$ cat config.mk
export PLATFORM = sky130hd
export DESIGN_NAME = stopwatch_core
export DESIGN_NICKNAME = d
export VERILOG_FILES = /design/src/rtl/stopwatch_core.sv
export SDC_FILE = /design/constraint.sdc
export NUM_CORES = 1
export LEC_CHECK = 0
export ABC_AREA = 1
export BUFFER_PORTS_ARGS = -buffer_cell sky130_fd_sc_hd__clkbuf_2
export CELL_PAD_IN_SITES_DETAIL_PLACEMENT = 1
export CELL_PAD_IN_SITES_GLOBAL_PLACEMENT = 2
export CORE_MARGIN = 1.5
export CORE_UTILIZATION = 30
export DETAILED_ROUTE_END_ITERATION = 10
export PLACE_DENSITY_LB_ADDON = 0.1
export SLEW_MARGIN = 20
export SYNTH_ARGS = -nofsm -noshare
export SYNTH_HDL_FRONTEND = slang
export SYNTH_SLANG_ARGS = --single-unit
$ cat constraint.sdc
create_clock -name clk -period 2.6 [get_ports clk]
set_clock_uncertainty 0.15 [all_clocks]
set_input_delay 0.39 -clock clk [delete_from_list [all_inputs] [get_ports clk]]
set_output_delay 0.39 -clock clk [all_outputs]
set_load 0.02 [all_outputs]
$ cat src/rtl/stopwatch_core.sv
// Stopwatch core: MM:SS.t BCD counter driven by tenth-second tick edges, start/stop and clear buttons.
// Latency: an input edge acts on the first clk edge that samples it (+2 cycles when TICK_SYNC=1).
// Backpressure: none; every event is consumed in the cycle it is detected.
module stopwatch_core #(
    parameter int TICK_SYNC = 0
) (
    input  logic       clk,
    input  logic       rst_n,
    input  logic       tick_in,
    input  logic       start_stop,
    input  logic       clear,
    output logic [3:0] tenths,
    output logic [3:0] sec_ones,
    output logic [2:0] sec_tens,
    output logic [3:0] min_ones,
    output logic [2:0] min_tens,
    output logic       running,
    output logic       overflow
);

    typedef enum logic [1:0] {
        ST_IDLE  = 2'd0,
        ST_RUN   = 2'd1,
        ST_PAUSE = 2'd2,
        ST_SAT   = 2'd3
    } state_t;

    // Inputs after optional synchronisation: {tick, start_stop, clear}
    logic [2:0] in_s;

    generate
        if (TICK_SYNC != 0) begin : g_sync
            logic [2:0] meta_q;
            logic [2:0] sync_q;

            // Two-flop synchroniser for asynchronous button/tick sources
            always_ff @(posedge clk or negedge rst_n) begin
                if (!rst_n) begin
                    meta_q <= '0;
                    sync_q <= '0;
                end else begin
                    meta_q <= {tick_in, start_stop, clear};
                    sync_q <= meta_q;
                end
            end

            assign in_s = sync_q;
        end else begin : g_nosync
            assign in_s = {tick_in, start_stop, clear};
        end
    endgenerate

    logic [2:0] edge_q;

    // Registered copy of each input; a rising edge is "high now, low last cycle"
    always_ff @(posedge clk or negedge rst_n) begin
        if (!rst_n) begin
            edge_q <= '0;
        end else begin
            edge_q <= in_s;
        end
    end

    logic tick_ev;
    logic ss_ev;
    logic clr_ev;

    assign tick_ev = in_s[2] & ~edge_q[2];
    assign ss_ev   = in_s[1] & ~edge_q[1];
    assign clr_ev  = in_s[0] & ~edge_q[0];

    state_t     state_q;
    logic [3:0] tenths_q,   tenths_d;
    logic [3:0] sec_ones_q, sec_ones_d;
    logic [2:0] sec_tens_q, sec_tens_d;
    logic [3:0] min_ones_q, min_ones_d;
    logic [2:0] min_tens_q, min_tens_d;
    logic       running_q;
    logic       overflow_q;
    logic       at_max;

    // Count-plus-one-tenth with the full carry chain resolved in one cycle
    always_comb begin
        tenths_d   = tenths_q;
        sec_ones_d = sec_ones_q;
        sec_tens_d = sec_tens_q;
        min_ones_d = min_ones_q;
        min_tens_d = min_tens_q;
        at_max     = (min_tens_q == 3'd5) && (min_ones_q == 4'd9) &&
                     (sec_tens_q == 3'd5) && (sec_ones_q == 4'd9) &&
                     (tenths_q == 4'd9);
        if (tenths_q != 4'd9) begin
            tenths_d = tenths_q + 4'd1;
        end else begin
            tenths_d = 4'd0;
            if (sec_ones_q != 4'd9) begin
                sec_ones_d = sec_ones_q + 4'd1;
            end else begin
                sec_ones_d = 4'd0;
                if (sec_tens_q != 3'd5) begin
                    sec_tens_d = sec_tens_q + 3'd1;
                end else begin
                    sec_tens_d = 3'd0;
                    if (min_ones_q != 4'd9) begin
                        min_ones_d = min_ones_q + 4'd1;
                    end else begin
                        min_ones_d = 4'd0;
                        // At 5x:59.9 this only matters below 59; 59:59.9 is caught by at_max
                        min_tens_d = (min_tens_q == 3'd5) ? 3'd5 : min_tens_q + 3'd1;
                    end
                end
            end
        end
    end

    // Control FSM with digit registers and registered status outputs
    always_ff @(posedge clk or negedge rst_n) begin
        if (!rst_n) begin
            state_q    <= ST_IDLE;
            tenths_q   <= '0;
            sec_ones_q <= '0;
            sec_tens_q <= '0;
            min_ones_q <= '0;
            min_tens_q <= '0;
            running_q  <= 1'b0;
            overflow_q <= 1'b0;
        end else if (clr_ev) begin
            // Clear wins over every other event in every state
            state_q    <= ST_IDLE;
            tenths_q   <= '0;
            sec_ones_q <= '0;
            sec_tens_q <= '0;
            min_ones_q <= '0;
            min_tens_q <= '0;
            running_q  <= 1'b0;
            overflow_q <= 1'b0;
        end else begin
            case (state_q)
                ST_IDLE: begin
                    // A tick arriving with start is not counted
                    if (ss_ev) begin
                        state_q   <= ST_RUN;
                        running_q <= 1'b1;
                    end
                end
                ST_RUN: begin
                    if (tick_ev && at_max) begin
                        // Hold 59:59.9; saturation outranks a simultaneous stop
                        state_q    <= ST_SAT;
                        running_q  <= 1'b0;
                        overflow_q <= 1'b1;
                    end else begin
                        if (tick_ev) begin
                            tenths_q   <= tenths_d;
                            sec_ones_q <= sec_ones_d;
                            sec_tens_q <= sec_tens_d;
                            min_ones_q <= min_ones_d;
                            min_tens_q <= min_tens_d;
                        end
                        if (ss_ev) begin
                            state_q   <= ST_PAUSE;
                            running_q <= 1'b0;
                        end
                    end
                end
                ST_PAUSE: begin
                    if (ss_ev) begin
                        state_q   <= ST_RUN;
                        running_q <= 1'b1;
                    end
                end
                ST_SAT: begin
                    state_q <= ST_SAT;
                end
                default: begin
                    state_q   <= ST_IDLE;
                    running_q <= 1'b0;
                end
            endcase
        end
    end

    assign tenths   = tenths_q;
    assign sec_ones = sec_ones_q;
    assign sec_tens = sec_tens_q;
    assign min_ones = min_ones_q;
    assign min_tens = min_tens_q;
    assign running  = running_q;
    assign overflow = overflow_q;

endmodule
==> flow_summary_export.csv, run 1 <==
group,metric,value,unit
finish,fillers,553,
cts,root_buffer,"clkbuf_8",
finish,n_antenna_cell,0,
timing,rsz0062_at_grt,"false",
floorplan,ios,25,
cts,cts_made_buffers,3,
logic_synthesis,synth-main-ff-cell,"dfrtp_1",
finish,fin_cells,249,
logic_synthesis,async_flop_share,100,%
logic_synthesis,synth_area_leaders,"dfrtp_1, nand2_1, ha_1",
logic_synthesis,synth_edf_count,0,
cts,clkLatencyLatePin,0.27,ns
logic_synthesis,yosysSeqAreaShare,43.8,%
detailed_routing,drc,0,
floorplan,die_h,72.0,um
detailed_routing,wire_per_inst,13.7,um
logic_synthesis,syn_area,0.00143,sq mm
logic_synthesis,yosys.cell_types.count,28,
power,vdd_drop_max,0.000318,V
floorplan,fp.dieW,72.0,um
logic_synthesis,synth_area_per_cell,8.35,sq um
global_route,grt_max_degree,26,
floorplan,rows,24,
outcome,violations,"negative hold slack",
logic_synthesis,yosys_warnings,0,
timing,maxSlewHeadroom,54.3,%
detailed_routing,drtPass1Iterations,4,
finish,fin_nets,209,
cts,postCtsSetupBuffers,0,
setup_path,cp.required,2.62,ns
logic_synthesis,yosysMostFrequentCell,"nand2_1",
timing,final.period_utilization,73.7,%
logic_synthesis,ys_ff_latch,25,
global_route,grt_pass1_vias,1225,
logic_synthesis,yosysTopAreaCellShare,43.8,%
logic_synthesis,postSynthCellCount,171,
logic_synthesis,synth_area_leader_cell,"dfrtp_1",
cts,htreeDepth,1,
timing,setup_viol,0,
power,leakagePower,0.000822,uW
global_route,grt_overflow_total,0,
finish,fin_area,0.00165,sq mm
timing,finalCriticalPeriod,1.92,ns
cts,clk_path_buf_depth,2,
setup_path,crit_fanout,10,
detailed_routing,initialDrtViolationCount,42,
flow_run,maxCapViolCount,0,
cts,clock-sinks,25,
global_route,globalRouteTotalUtil,14.5,%
setup_path,cp-end-kind,"flop",
power,p_per_area,945,mW/mm^2
global_route,grt_pass1_wl,5950,um
finish,area_growth,15.2,%
timing,finalSetupTns,0,ns
global_route,antenna_found_initial,0,
timing,drv_slew,0,
finish,final_util,36.8,%
setup_path,critPathArrivalTime,1.94,ns
cts,cts_resized,0,
hold_path,holdCritPathClass,"input port to async pin",
cts,path_clk_slew,0.10,ns
place,dpl.cell_count,245,
place,place_ws,0.684,ns
detailed_routing,vias,1231,
place,dp_hpwl,2570,um
outcome,status,"finished with violations",
setup_path,critPathKind,"flop to flop",
place,place.gp.congestion,0.721,
floorplan,die_area,0.00518,sq mm
logic_synthesis,synth_common_cells,"nand2_1, dfrtp_1, inv_1",
timing,final_hold_viol_count,17,
finish,drive_above_1_share,20.8,%
floorplan,initial_core_util,31.9,%
timing,max_freq,522,MHz
place,portBuffers,24,
timing,worst_slack,0.684,ns
timing,tightest_slew,0.685,ns
detailed_routing,drt.antenna.violating_nets,0,
cts,cts_tree,"built",
setup_path,start_kind,"flop",
place,place_area,0.00160,sq mm
timing,whs,-0.0121,ns
detailed_routing,routed_wirelength,3420,um
detailed_routing,via_per_inst,4.94,
logic_synthesis,synth_nets,182,
floorplan,core_area,0.00447,sq mm
cts,cts_hold_buf,0,
## worst max-delay path, stage by stage, from the launching register on
cell and delay [ns]:
dfrtp_1 0.44, inv_1 0.08, ha_1 0.14, nand3_1 0.16, o21ai_2 0.42, nand3_1 0.25, nand2_1 0.11, nand2_1 0.06
## layout make-up
class | instances | area, sq um | share of cell area (%)
Clock buffer | 3 | 41.3 | 2.51
Clock inverter | 1 | 7.51 | 0.456
Inverter | 17 | 63.8 | 3.88
Multi-Input combinational cell | 127 | 722 | 43.9
Sequential cell | 25 | 626 | 38.0
Tap cell | 52 | 65.1 | 3.95
Timing Repair Buffer | 24 | 120 | 7.30
## report_power, final
| part | switching [uW] | internal [uW] | total (uW) |
|---|---|---|---|
| sequential | 159 | 501 | 660 |
| clock | 134 | 109 | 242 |
| combinational | 417 | 235 | 652 |
| total | 710 | 844 | 1550 |
## stage by stage
step | power, uW | hold WS (ns)
3_3_place_gp | 1300 | 0.293
4_1_cts | 1580 | 0.0103
2_1_floorplan | 1120 | -0.0556
5_1_grt | 1700 | 0.0283
3_5_place_dp | 1330 | 0.319
6_report | 1550 | -0.0121
## final timing paths
path / from / to / slack (ns) / cells past startpoint
worst max-delay path: tenths[1] / min_ones[1] / 0.68 / 7
worst min-delay path: rst_n / min_ones[1] / -0.01 / 1
worst max register to register: tenths[1] / min_ones[1] / 0.68 / 7
worst min register to register: running / running / 0.34 / 2
max in group asynchronous: rst_n / sec_ones[3] / 1.87 / 1
min in group clk: clear / edge_q[0] / 0.08 / 1
## per-layer routing
layer  part of all wire [%]  routed length [um]  GRT usage [%]  up-vias
met3                    3.0                 101           2.08        2
met4                   0.76                  26           3.77        0
met1                     49                1660           19.9      595
li1                       -                   -              -      609
met2                     48                1630           24.1       25
met5                      0                   0              0        -
## placed cells by master (no fill, tap or decap), types with 3 or more instances in the layout
cell / count
xnor2_1: 6
o21ai_0: 10
clkbuf_2: 24
nand4_1: 12
clkbuf_8: 3
nand2_1: 44
nor2_1: 14
a21oi_1: 3
ha_1: 6
nand3_1: 13
dfrtp_1: 25
inv_1: 16
## flip-flops by register name, summed over array words and instances (netlist names)
name and cells:
running 1, overflow 1, state_q 2, min_tens 3
tenths 4, edge_q 3, sec_ones 4, min_ones 4
sec_tens 3
## logic make-up after synthesis
kind of cell	synth area share (%)
AND/OR/NAND/NOR	33.6
XOR/XNOR	4.91
flip-flops	43.8
adder cells (fa/ha/maj)	5.26
AO/OA/AOI/OAI	6.84
buffers and inverters	5.61
Power figures use the tool's default switching activity.
==> inputs of run 2 (changes only) <==
--- a/config.mk
+++ b/config.mk
@@ -10,7 +10,7 @@
 export CELL_PAD_IN_SITES_DETAIL_PLACEMENT = 1
 export CELL_PAD_IN_SITES_GLOBAL_PLACEMENT = 2
 export CORE_MARGIN = 1.5
-export CORE_UTILIZATION = 30
+export CORE_UTILIZATION = 29
 export DETAILED_ROUTE_END_ITERATION = 10
 export PLACE_DENSITY_LB_ADDON = 0.1
 export SLEW_MARGIN = 20
==> constraint.sdc (replaced) <==
create_clock -name clk -period 1.7 [get_ports clk]
set_clock_uncertainty 0.15 [all_clocks]
set_input_delay 0.255 -clock clk [delete_from_list [all_inputs] [get_ports clk]]
set_output_delay 0.255 -clock clk [all_outputs]
set_load 0.02 [all_outputs]
==> flow_summary_export.csv, run 2 (synthesis results as in run 1) <==
group,metric,value,unit
outcome,status,"finished with violations",
outcome,violations,"negative setup slack",
setup_path,cp.required,1.72,ns
global_route,grt_pass1_vias,1442,
floorplan,ios,25,
detailed_routing,initialDrtViolationCount,77,
cts,cts_tree,"built",
timing,tightest_slew,0.671,ns
detailed_routing,via_per_inst,4.55,
floorplan,core_area,0.00472,sq mm
timing,finalCriticalPeriod,1.71,ns
floorplan,fp.dieW,73.2,um
global_route,grt_overflow_total,0,
detailed_routing,vias,1357,
timing,drv_slew,0,
cts,clock-sinks,25,
cts,path_clk_slew,0.09,ns
cts,clkLatencyLatePin,0.27,ns
finish,layout_commonest_cell,"nand2_1",
finish,final_util,42.7,%
power,vdd_drop_max,0.000413,V
floorplan,die_h,73.2,um
power,leakagePower,0.000988,uW
cts,root_buffer,"clkbuf_8",
finish,fin_nets,243,
timing,whs,0.302,ns
power,p_per_area,1370,mW/mm^2
setup_path,critPathArrivalTime,1.73,ns
timing,worst_slack,-0.00796,ns
detailed_routing,drt.antenna.violating_nets,0,
setup_path,reg2reg_slack,-0.008,ns
setup_path,worstReg2RegEnd,"running",
finish,drive_above_1_share,36.4,%
flow_run,maxCapViolCount,0,
global_route,grt_pass1_wl,6510,um
floorplan,initial_core_util,30.2,%
hold_path,holdCritPathClass,"input port to flop",
global_route,grt_max_degree,26,
timing,max_freq,585,MHz
place,portBuffers,24,
place,place.gp.congestion,0.755,
place,dpl.cell_count,284,
cts,clk_path_buf_depth,2,
timing,final_hold_viol_count,0,
timing,rsz0062_at_grt,"true",
detailed_routing,wire_per_inst,12.8,um
floorplan,rows,25,
finish,n_antenna_cell,0,
detailed_routing,drc,0,
setup_path,critPathKind,"flop to flop",
setup_path,crit_start,"min_ones[1]",
setup_path,endpoint,"running",
finish,area_growth,41.3,%
setup_path,r2r-start,"min_ones[1]",
setup_path,cp-end-kind,"flop",
timing,maxSlewHeadroom,55.3,%
timing,final.period_utilization,100,%
finish,layout_common_cells,"nand2_1, buf_4, clkbuf_2",
cts,cts_made_buffers,3,
setup_path,r2r_cells,10,
place,dp_hpwl,2810,um
setup_path,crit_fanout,3,
finish,fillers,595,
timing,setup_viol,2,
setup_path,start_kind,"flop",
floorplan,die_area,0.00535,sq mm
global_route,antenna_found_initial,0,
finish,fin_cells,298,
hold_path,holdPathStages,5,
cts,htreeDepth,1,
detailed_routing,routed_wirelength,3800,um
detailed_routing,drtPass1Iterations,4,
global_route,globalRouteTotalUtil,15.6,%
run 2: critical path, stage by stage (launching register included):
cell      delay (ns)
dfrtp_1         0.39
inv_1           0.06
ha_1            0.14
nand3b_1        0.17
nor2_4          0.13
nand3_2         0.11
buf_4           0.17
nand4_1         0.11
nand2_1         0.08
nand2_1         0.06
nand2_1         0.04
run 2: power by group:
part | leakage [uW] | internal (uW) | switching (uW) | total (uW)
Clock | 0.0000228 | 168 | 204 | 372
Sequential | 0.000321 | 773 | 125 | 899
Combinational | 0.000645 | 615 | 870 | 1480
run 2: metrics by stage:
step / instance area (sq um) / setup TNS [ns] / power [uW] / setup WS, ns
after global routing: 2020 / -2.78 / 2980 / -0.164
after global placement: 1820 / -0.0132 / 2230 / -0.0123
after floorplan: 1450 / 0 / 1730 / 0.00100
after detailed placement: 1820 / -0.768 / 2280 / -0.111
final: 2020 / -0.00957 / 2750 / -0.00796
after CTS: 1980 / -0.00707 / 2760 / -0.00372
run 2: per-layer routing:
layer | share of wire [%] | GRT usage, %
met2 | 49 | 26.6
met5 | 0 | 0
met4 | 1.3 | 5.66
met3 | 1.8 | 2.07
met1 | 48 | 20.2
run 2: worst min-delay path by stage:
stage          startpoint     endpoint  slack [ns]
4_1_cts             clear     overflow        0.31
3_5_place_dp        rst_n  sec_ones[2]        0.18
5_1_grt             clear     overflow        0.35
2_1_floorplan       rst_n    edge_q[0]       -0.19
3_3_place_gp        rst_n  sec_ones[2]        0.17
6_report            clear     overflow        0.30
run 2: area by class of cell:
class / count / area (sq um) / area share, %
clock buffer: 4 / 45.0 / 2.23
inverter: 17 / 63.8 / 3.16
multi-input combinational: 128 / 816 / 40.4
tap: 67 / 83.8 / 4.16
sequential: 25 / 631 / 31.3
timing repair buffer: 57 / 378 / 18.7
run 2: timing repair:
item / CTS / global route
cloned: 1 / 0
hold endpoints to repair: 28 / 0
setup buffers: 1 / 4
resized for setup: 11 / 6
setup endpoints to repair: 20 / 21
pin swaps: 4 / 1
hold buffers: 4 / 0
==> inputs of run 3 (changes only) <==
--- a/config.mk
+++ b/config.mk
@@ -9,6 +9,7 @@
 export BUFFER_PORTS_ARGS = -buffer_cell sky130_fd_sc_hd__clkbuf_2
 export CELL_PAD_IN_SITES_DETAIL_PLACEMENT = 1
 export CELL_PAD_IN_SITES_GLOBAL_PLACEMENT = 2
+export CORE_ASPECT_RATIO = 0.5
 export CORE_MARGIN = 1.5
 export CORE_UTILIZATION = 29
 export DETAILED_ROUTE_END_ITERATION = 10
==> flow_summary_export.csv, run 3 (synthesis results as in run 1) <==
group,metric,value,unit
setup_path,crit_fanout,8,
setup_path,critPathArrivalTime,1.77,ns
timing,setup_viol,11,
detailed_routing,vias,1334,
hold_path,min_from,"clear",
timing,rsz0062_at_grt,"true",
cts,clock-sinks,25,
finish,fin_nets,239,
global_route,grt_pass1_wl,6490,um
setup_path,crit_start,"min_ones[1]",
power,vdd_drop_max,0.000478,V
timing,worst_slack,-0.0264,ns
finish,fillers,561,
setup_path,critical_path_buf_inv_count,1,
timing,final_hold_viol_count,0,
place,place.gp.congestion,0.737,
outcome,violations,"negative setup slack",
global_route,grt_overflow_total,0,
global_route,grt_max_degree,26,
global_route,globalRouteTotalUtil,15.8,%
floorplan,die_h,52.6,um
global_route,antenna_found_initial,0,
cts,cts_made_buffers,3,
timing,finalSetupTns,-0.116,ns
timing,drv_slew,0,
detailed_routing,wire_per_inst,12.4,um
place,dpl.cell_count,282,
detailed_routing,routed_wirelength,3630,um
finish,layout_commonest_cell,"nand2_1",
finish,final_util,43.7,%
timing,max_freq,579,MHz
setup_path,cp-end-kind,"flop",
cts,htreeDepth,1,
setup_path,crit_slowest_cell,"dfrtp_1",
detailed_routing,via_per_inst,4.55,
floorplan,initial_core_util,31.4,%
floorplan,core_area,0.00455,sq mm
finish,multi_input_area,816,sq um
timing,maxSlewHeadroom,56.0,%
cts,root_buffer,"clkbuf_8",
finish,fin_cells,293,
detailed_routing,initialDrtViolationCount,44,
timing,finalCriticalPeriod,1.73,ns
setup_path,cp_top_family,"simple AND/OR/NAND/NOR gates",
cts,path_clk_slew,0.09,ns
finish,n_antenna_cell,0,
setup_path,max_stage_delay,0.39,ns
detailed_routing,drc,0,
setup_path,crit_chain,"inv_1, ha_1, nand3b_1, nor2_2, nand3_2, nand2_4, nand2_8, nand2_8, nand2_1, o21ai_1",
setup_path,start_kind,"flop",
setup_path,critPathKind,"flop to flop",
finish,register_area,631,sq um
timing,tightest_slew,0.660,ns
flow_run,maxCapViolCount,0,
detailed_routing,drtPass1Iterations,4,
floorplan,rows,17,
cts,clkLatencyLatePin,0.27,ns
floorplan,die_area,0.00538,sq mm
hold_path,holdCritPathClass,"input port to flop",
finish,drive_above_1_share,35.2,%
power,leakagePower,0.000971,uW
cts,cts_tree,"built",
setup_path,cp.required,1.75,ns
place,dp_hpwl,2670,um
setup_path,r2r-start,"min_ones[1]",
power,finalPower,2730,uW
setup_path,path_common_cell,"nand2_8",
outcome,status,"finished with violations",
place,portBuffers,24,
detailed_routing,drt.antenna.violating_nets,0,
timing,final.period_utilization,102,%
floorplan,fp.dieW,102,um
global_route,grt_pass1_vias,1321,
power,p_per_area,1370,mW/mm^2
finish,area_growth,39.2,%
cts,clk_path_buf_depth,2,
finish,layout_common_cells,"nand2_1, buf_4, clkbuf_2",
floorplan,ios,25,
-- run 3: cell count changes in the layout (fill, tap and decap cells not counted), sizes merged --
cell and delta:
buf -4, clkbuf -1, clkinv +1
-- run 3: final timing paths --
path / to / slack [ns] / cells after the start
max: sec_ones[2] / -0.03 / 10
min: overflow / 0.30 / 5
max reg2reg: sec_ones[2] / -0.03 / 10
min reg2reg: running / 0.35 / 2
max in group asynchronous: sec_ones[1] / 0.55 / 2
min in group asynchronous: running / 0.39 / 2
-- run 3: routing by layer --
metal / track usage [%] / routed length, um
met1: 22.5 / 1930
met2: 25.1 / 1600
met3: 3.20 / 94
met4: 2.97 / 14
met5: 0 / 0
-- run 3: area by class of cell --
| type | instances | share of cell area [%] |
|---|---|---|
| clock inverter | 1 | 0.252 |
| tap | 66 | 4.16 |
| clock buffer | 3 | 2.08 |
| timing repair buffer | 53 | 17.5 |
| inverter | 17 | 3.21 |
| multi-input combinational | 128 | 41.1 |
| sequential | 25 | 31.7 |
-- run 3: timing repair --
| action | in CTS | in global routing |
|---|---|---|
| pin swaps | 4 | 0 |
| endpoints found under the hold margin | 28 | 0 |
| hold buffers | 4 | 0 |
| gates cloned | 1 | 0 |
| setup endpoints to repair | 18 | 22 |
| buffers inserted | 1 | 1 |
| gates resized for setup | 12 | 4 |
-- run 3: power by group --
group          switching, uW  internal, uW
Combinational            880           596
Clock                    201           164
Sequential               115           773
Total                   1200          1530
-- run 3: per-stage QoR --
stage | hold WS, ns | setup WS, ns | cell area (sq um)
finish | 0.296 | -0.0264 | 1990
global route | 0.325 | -0.160 | 1990
CTS | 0.301 | -0.00782 | 1970
detailed placement | 0.176 | -0.0741 | 1810
global placement | 0.162 | -0.0224 | 1810
floorplan | -0.191 | 0.00100 | 1450
-- run 3: tightest hold or removal path: stages --
cell and delay (ns):
clkbuf_2 0.08, inv_1 0.06, nor2_4 0.09, buf_4 0.15, nor2_1 0.05
